==> src/rtl/decodificador_hamming_pkg.sv <==
// Shared Hamming(15,11) constants: codeword/data/syndrome widths, the data-bit
// position map, and the output word bundle used by the decoder pipeline.
package decodificador_hamming_pkg;

    localparam int CW_W   = 15;
    localparam int DATA_W = 11;
    localparam int SIND_W = 4;

    typedef logic [SIND_W-1:0] idx_t;

    // Codeword indices that carry data, ascending; entry k feeds dado[k].
    localparam idx_t DATA_IDX [DATA_W] = '{
        4'd2, 4'd4, 4'd5, 4'd6, 4'd8, 4'd9, 4'd10, 4'd11, 4'd12, 4'd13, 4'd14
    };

    typedef struct packed {
        logic [DATA_W-1:0] dado;
        logic [SIND_W-1:0] sindrome;
        logic              corrigido;
    } saida_t;

    function automatic logic [DATA_W-1:0] extrai_dado(input logic [CW_W-1:0] cw);
        logic [DATA_W-1:0] d;
        d = '0;
        for (int k = 0; k < DATA_W; k++) begin
            d[k] = cw[DATA_IDX[k]];
        end
        return d;
    endfunction

endpackage

==> src/rtl/hamming_sindrome.sv <==
// Combinational Hamming(15,11) syndrome generator and single-bit corrector.
// The syndrome side serves the incoming word; the corrector side serves stage 1.
module hamming_sindrome
    import decodificador_hamming_pkg::*;
(
    input  logic [CW_W-1:0]   palavra,
    output logic [SIND_W-1:0] sindrome,
    input  logic [CW_W-1:0]   palavra_reg,
    input  logic [SIND_W-1:0] sind_reg,
    output logic [CW_W-1:0]   corrigida
);

    logic [CW_W-1:0] mascara;

    // Syndrome is the XOR of the 1-based positions of every set bit.
    always_comb begin
        sindrome = '0;
        for (int i = 0; i < CW_W; i++) begin
            if (palavra[i]) begin
                sindrome = sindrome ^ SIND_W'(i + 1);
            end
        end
    end

    always_comb begin
        mascara = '0;
        if (sind_reg != '0) begin
            mascara[sind_reg - 4'd1] = 1'b1;
        end
    end

    assign corrigida = palavra_reg ^ mascara;

endmodule

==> src/rtl/decodificador_hamming.sv <==
// Two-stage Hamming(15,11) decoder with valid/ready on both sides and a
// saturating count of corrected words delivered downstream.
module decodificador_hamming
    import decodificador_hamming_pkg::*;
#(
    parameter int CONT_W = 16
) (
    input  logic              clk,
    input  logic              rst,
    input  logic [CW_W-1:0]   entrada,
    input  logic              in_valid,
    output logic              in_ready,
    output logic [DATA_W-1:0] dado,
    output logic [SIND_W-1:0] sindrome,
    output logic              corrigido,
    output logic              out_valid,
    input  logic              out_ready,
    input  logic              limpa_cont,
    output logic [CONT_W-1:0] cont_erros
);

    // Handshake: a word moves on a rising edge where valid and ready are both
    // high; the producer keeps valid and data steady until that edge.
    logic              s1_valid;
    logic [CW_W-1:0]   s1_palavra;
    logic [SIND_W-1:0] s1_sind;
    logic [SIND_W-1:0] sind_entrada;
    logic [CW_W-1:0]   s1_corrigida;
    logic              s2_load;

    hamming_sindrome u_sindrome (
        .palavra     (entrada),
        .sindrome    (sind_entrada),
        .palavra_reg (s1_palavra),
        .sind_reg    (s1_sind),
        .corrigida   (s1_corrigida)
    );

    assign s2_load  = !out_valid || out_ready;
    assign in_ready = !s1_valid || s2_load;

    always_ff @(posedge clk or posedge rst) begin
        if (rst) begin
            s1_valid   <= 1'b0;
            s1_palavra <= '0;
            s1_sind    <= '0;
            out_valid  <= 1'b0;
            dado       <= '0;
            sindrome   <= '0;
            corrigido  <= 1'b0;
        end else begin
            if (s2_load) begin
                out_valid <= s1_valid;
                if (s1_valid) begin
                    dado      <= extrai_dado(s1_corrigida);
                    sindrome  <= s1_sind;
                    corrigido <= (s1_sind != '0);
                end
            end
            // When in_ready is high stage 1 is either empty or draining this edge.
            if (in_ready) begin
                s1_valid <= in_valid;
                if (in_valid) begin
                    s1_palavra <= entrada;
                    s1_sind    <= sind_entrada;
                end
            end
        end
    end

    always_ff @(posedge clk or posedge rst) begin
        if (rst) begin
            cont_erros <= '0;
        end else if (limpa_cont) begin
            cont_erros <= '0;
        end else if (out_valid && out_ready && corrigido && (cont_erros != '1)) begin
            cont_erros <= cont_erros + 1'b1;
        end
    end

endmodule

==> config.mk <==
export PLATFORM = sky130hd
export DESIGN_NAME = decodificador_hamming
export DESIGN_NICKNAME = d
export VERILOG_FILES = /design/src/rtl/decodificador_hamming_pkg.sv /design/src/rtl/hamming_sindrome.sv /design/src/rtl/decodificador_hamming.sv
export SDC_FILE = /design/constraint.sdc
export NUM_CORES = 1
export LEC_CHECK = 0
export CAP_MARGIN = 40
export CORE_UTILIZATION = 45
export CTS_CLUSTER_DIAMETER = 150
export CTS_CLUSTER_SIZE = 25
export DETAILED_ROUTE_END_ITERATION = 10
export HOLD_SLACK_MARGIN = 0.05
export PLACE_DENSITY = 0.75
export SLEW_MARGIN = 10
export SYNTH_ARGS = -nofsm -noshare
export SYNTH_HDL_FRONTEND = slang
export SYNTH_HIERARCHICAL = 1
export SYNTH_SLANG_ARGS = --single-unit
==> constraint.sdc <==
create_clock -name clk -period 1.9 [get_ports clk]
set_input_delay 0.285 -clock clk [delete_from_list [all_inputs] [get_ports clk]]
set_output_delay 0.285 -clock clk [all_outputs]
set_load 0.01 [all_outputs]
==> metrics.cfg, run 1 <==
[detailed_routing]
wl_per_cell_um=14.8
viasPerCell=5.48
wl_um=5270
drtAntennaViolNets=0
vias=1957
drtIter0Drc=85
first_pass_iters=4
drc=0

[hold_path]
hold_path.class=primary input to async pin

[grt]
grt_pass1_wl_um=9040
antenna_found_initial=0
grt_overflow=0
grt_max_degree=50
grtUsageTotal_pct=18.9
grt_pass1_vias=1911

[place]
globalplace.congestion=0.814
preCtsSetupSlack_ns=-0.128
portBuffers=53
dpl.hpwl_um=3730

[sta]
finClkSkew_ns=0.00784
relSlewSlack_pct=60.8
post-route-period-util_pct=92.9
finalSetupTns_ns=0
max_slew.worst_pin.slew_ns=0.587
layout_min_cycle_time_ns=1.77
grt_setup_unrepaired=false
timing.fmax_mhz=567
setup_slack_ns=0.135
drv_slew=0
whs_ns=0.331
finalSetupViolations=0
finalHoldViolCount=0

[synth]
avgSynthCellArea_um2=12.4
synth_area_um2=2650
syn_nets=235
yosysWarnings=6
netlist_instances=214

[finish]
nNetsFinal=305
final_common_cell=clkdlybuf4s50_1
drive_gt1_share_pct=24.9
antenna_cells=0
area_delta_synth_final_pct=31.7
mostFrequentLayoutCells=52 x clkdlybuf4s50_1, 49 x dfrtp_1, 35 x mux2_2
final_util_pct=62.2

[pwr]
power.total_uw=3300
p_per_area_nw_per_um2=945
p_leak_uw=0.00148
peakVddDrop_mv=0.758

[critical_path]
criticalPathCategory=register to register
crit_chain=nand4_4 -> or2_1 -> o31ai_1 -> mux2_2
critPathBufInv=0
critical_path_arrival_ns=1.96
slowest_stage=dfrtp_1
reg2reg_from=cont_erros[8]$_DFFE_PP0P_
crit_fanout=7
critPathLaunch=cont_erros[8]$_DFFE_PP0P_
cp_slowest_stage_delay_ns=0.48
crit_path_end_kind=register
start_kind=register
cpLargestDelayFamily=simple AND/OR/NAND/NOR gates
crit_required_ns=2.09

[floorplan]
initial_core_util_pct=47.3
dieArea_um2=6200
dieHeight_um=78.8
core_area_um2=5610
pin_count=54
die_w_um=78.8
rows=27

[cts]
clk_pin_slew_ns=0.09
numCtsBuffers=5
clockBufferDepth=2
cts_root_buffer=clkbuf_8
htreeDepth=2
clk_latency_ns=0.30
cts_tree=done
cts.sinks=49

[run_status]
status=finished clean

[flow_run]
max_cap_viol_count=0

==> where the power goes <==
group	total, uW	switching [uW]	internal, uW	leakage, uW
Sequential	1570	281	1290	0.000606
Combinational	1130	363	763	0.000831
Clock	598	337	261	0.0000385
Total	3300	981	2320	0.00148
==> sequential cells by signal (all words and copies together), names as in the netlist <==
signal,cells
corrigido,1
out_valid,1
dado,11
cont_erros,16
s1_valid,1
sindrome,4
s1_sind,4
s1_palavra,11
==> repair_timing <==
item | in CTS | in global routing
endpoints found under the setup margin | 1 | 3
cloned | 0 | 0
pin swaps | 0 | 1
gates resized for setup | 1 | 0
hold buffers | 0 | 0
setup buffers | 0 | 1
==> layout make-up <==
cell class,instances,area (um2)
inverter,5,18.8
tap,72,90.1
clock inverter,1,7.51
clock buffer,7,76.3
fill,494,2120
timing repair buffer,72,709
multi-input combinational,151,1360
sequential,49,1230
==> routing by layer <==
layer	vias to the layer above	GRT usage (%)	routed length (um)
met5	-	0	0
met4	0	6.11	57
met3	4	3.33	212
met2	47	32.7	2670
met1	973	24.0	2340
li1	933	-	-
==> worst paths after layout <==
check                                             to  slack [ns]  cells after the start
setup / recovery           cont_erros[2]$_DFFE_PP0P_        0.13                      4
hold / removal                   dado[3]$_DFFE_PP0P_        0.33                      3
setup reg to reg           cont_erros[2]$_DFFE_PP0P_        0.13                      4
hold reg to reg                  dado[3]$_DFFE_PP0P_        0.51                      1
max in group asynchronous        dado[7]$_DFFE_PP0P_        1.34                      3
min in group clk                 dado[3]$_DFFE_PP0P_        0.51                      1
==> per-stage QoR <==
stage,area (um2),std cells
after floorplan,2650,214
after global placement,3400,348
after detailed placement,3400,348
after CTS,3480,356
after global routing,3490,357
final,3490,357
==> tightest hold or removal path, stage by stage <==
cell	delay, ns
clkdlybuf4s50_1	0.41
inv_2	0.07
buf_12	0.25
No activity file was read; power rests on OpenSTA's default activity.
==> run 2: changes to the inputs <==
Settings changed: SLEW_MARGIN 10 to default.
==> results of run 2 <==
Final layout, timing and power as in run 1 (identical DEF).
==> run 3: changes to the inputs <==
Settings changed: CAP_MARGIN 40 to default, RECOVER_POWER from default to 25, SETUP_SLACK_MARGIN from default to 0.3.
==> run 3 against run 2 <==
Compared with the run above:
- worst setup slack better by 0.073 ns
- design area is 9.6% higher
- total power is 2.2% higher
==> metrics.cfg, run 3 (same netlist as run 1, synthesis figures left out) <==
[detailed_routing]
vias=2139  ; +9.3%
wl_um=6610  ; +25%
viasPerCell=5.66  ; +3.2%
wl_per_cell_um=17.5  ; +18%
drtAntennaViolNets=0  ; unchanged
drtIter0Drc=94  ; +11%
first_pass_iters=4  ; unchanged
drc=0  ; unchanged

[floorplan]
initial_core_util_pct=47.3  ; unchanged
die_w_um=78.8  ; unchanged
core_area_um2=5610  ; unchanged
dieArea_um2=6200  ; unchanged
dieHeight_um=78.8  ; unchanged
rows=27  ; unchanged
pin_count=54  ; unchanged

[critical_path]
reg2reg_depth=5  ; +1
criticalPathCategory=register to register
reg2reg_from=cont_erros[0]$_DFFE_PP0P_
reg2reg_setup_slack_ns=0.21  ; +0.07 ns
crit_path_end_kind=register
critical_path_arrival_ns=1.91  ; -0.05 ns
crit_required_ns=2.12  ; +0.03 ns
start_kind=register
crit_fanout=5  ; -2
r2r_end=cont_erros[8]$_DFFE_PP0P_

[cts]
clockBufferDepth=2  ; unchanged
htreeDepth=2  ; unchanged
numCtsBuffers=5  ; unchanged
cts_tree=done
hold_buffers=0  ; unchanged
clk_pin_slew_ns=0.10  ; about the same
cts_root_buffer=clkbuf_8
clk_latency_ns=0.30  ; about the same
cts.sinks=49  ; unchanged

[finish]
top_regs=cont_erros x16, dado x11, s1_palavra x11
max_flop_register=cont_erros
fillerInstances=446  ; -9.7%
drive_gt1_share_pct=42.5  ; +18 points
instances_no_fill=378  ; +5.9%
nNetsFinal=326  ; +6.9%
antenna_cells=0  ; unchanged
largest_reg_flops=16  ; unchanged
stdcell_area_um2=3820  ; +9.6%
mostFrequentLayoutCells=41 x clkdlybuf4s50_1, 38 x dfrtp_1, 34 x mux2_2, 34 x buf_4, 11 x dfrtp_2
area_delta_synth_final_pct=44.3
final_common_cell=clkdlybuf4s50_1

[hold_path]
hold_path.class=primary input to register
min_to=s1_palavra[14]$_DFFE_PP0P_
holdCritStartpoint=entrada[14]
min_delay_path_depth=2

[pwr]
p_per_area_nw_per_um2=881  ; -6.7%
p_leak_uw=0.00169  ; +15%
p_sw_share_pct=30.9  ; +1.1 points
combPwrFrac_pct=34.6  ; +0.4 points
p_sw_uw=1040  ; +6.1%
p_clk_share_pct=18.6  ; +0.5 points
peakVddDrop_mv=0.776  ; +2.4%
power.internal_uw=2330  ; +0.55%
power.total_uw=3370  ; +2.2%
seq_power_share_pct=46.8  ; -0.9 points

[sta]
layout_min_cycle_time_ns=1.69  ; -0.0733 ns
max_slew.worst_pin.slew_ns=1.22  ; +0.631 ns
timing.fmax_mhz=591  ; +4.3%
finalHoldViolCount=0  ; unchanged
grt_setup_unrepaired=true
finalSetupTns_ns=0  ; unchanged
finalSetupViolations=0  ; unchanged
relSlewSlack_pct=18.8  ; -42 points
finClkSkew_ns=0.00705  ; -0.000790 ns
setup_slack_ns=0.208  ; +0.0733 ns
drv_slew=0  ; unchanged
post-route-period-util_pct=89.0  ; -3.9 points

[place]
preCtsSetupSlack_ns=-0.141  ; -0.0127 ns
portBuffers=53  ; unchanged
dp.cells=345  ; -0.86%
placed_cell_area_um2=3420  ; +0.48%
dpl.hpwl_um=4080  ; +9.4%
globalplace.congestion=0.803  ; -1.3%

[grt]
grt_pass1_vias=2156  ; +13%
grt_overflow=0  ; unchanged
grt_max_degree=50  ; unchanged
grtUsageTotal_pct=21.3  ; +2.3 points
grt_pass1_wl_um=10100  ; +12%
antenna_found_initial=0  ; unchanged

[flow_run]
max_cap_viol_count=0  ; unchanged

[run_status]
status=finished clean

==> run 3: cell count changes in the layout (fill, tap and decap cells not counted), moves of 3 or more <==
cell,before,now
clkdlybuf4s50_1,52,41
dfrtp_1,49,38
or4_1,5,2
or4_4,0,4
a21oi_1,10,4
o31ai_1,9,6
dlymetal6s2s_1,0,5
dlygate4sd2_1,1,6
buf_4,16,34
a21oi_2,0,6
dfrtp_2,0,11
==> run 3: how the worst max path moves through the flow <==
stage                                          from  slack (ns)                   endpoint
after detailed placement                entrada[14]       -0.14     s1_sind[1]$_DFFE_PP0P_
after global placement                  entrada[14]       -0.08     s1_sind[1]$_DFFE_PP0P_
after floorplan           cont_erros[8]$_DFFE_PP0P_        0.27  cont_erros[2]$_DFFE_PP0P_
after CTS                 cont_erros[0]$_DFFE_PP0P_        0.24  cont_erros[3]$_DFFE_PP0P_
after global routing                            rst        0.12  cont_erros[3]$_DFFE_PP0P_
final                     cont_erros[0]$_DFFE_PP0P_        0.21  cont_erros[8]$_DFFE_PP0P_
==> run 3: metrics by stage <==
| stage | utilization, % | hold WS (ns) |
|---|---|---|
| 2_1_floorplan | - | 0.393 |
| 3_3_place_gp | 60.9 | 0.469 |
| 3_5_place_dp | 60.9 | 0.481 |
| 4_1_cts | 65.0 | 0.332 |
| 5_1_grt | 68.2 | 0.352 |
| 6_report | 68.2 | 0.342 |
==> run 3: timing repair <==
item | in CTS | in global routing
setup endpoints to repair | 24 | 30
pin swaps | 14 | 10
resized for setup | 14 | 34
setup buffers | 17 | 8
==> run 3: layer usage <==
| layer | vias to the layer above | wire [um] | global-route usage (%) |
|---|---|---|---|
| li1 | 973 | - | - |
| met5 | - | 0 | 0 |
| met3 | 19 | 239 | 4.83 |
| met2 | 64 | 3590 | 37.0 |
| met1 | 1083 | 2580 | 25.2 |
| met4 | 0 | 198 | 8.70 |
==> run 3: power groups by stage <==
stage / sequential [uW] / combinational, uW / clock, uW
2_1_floorplan: 1560 / 622 / 0
3_3_place_gp: 1600 / 1140 / 0
3_5_place_dp: 1610 / 1170 / 0
4_1_cts: 1580 / 1180 / 636
5_1_grt: 1630 / 1250 / 675
6_report: 1580 / 1170 / 626
==> run 3: final cells by class <==
| cell class | count | area, um2 | share of cell area, % |
|---|---|---|---|
| sequential | 49 | 1240 | 32.4 |
| multi-input combinational | 151 | 1520 | 39.6 |
| clock buffer | 6 | 72.6 | 1.90 |
| inverter | 5 | 18.8 | 0.491 |
| timing repair buffer | 93 | 873 | 22.8 |
| tap | 72 | 90.1 | 2.36 |
| clock inverter | 2 | 15.0 | 0.393 |
==> run 3: worst max-delay path, stage by stage (launching register included) <==
cell and delay [ns]:
dfrtp_1 0.39, ha_2 0.21, and4_4 0.27, o31ai_4 0.11, or4_4 0.45, a21oi_2 0.18
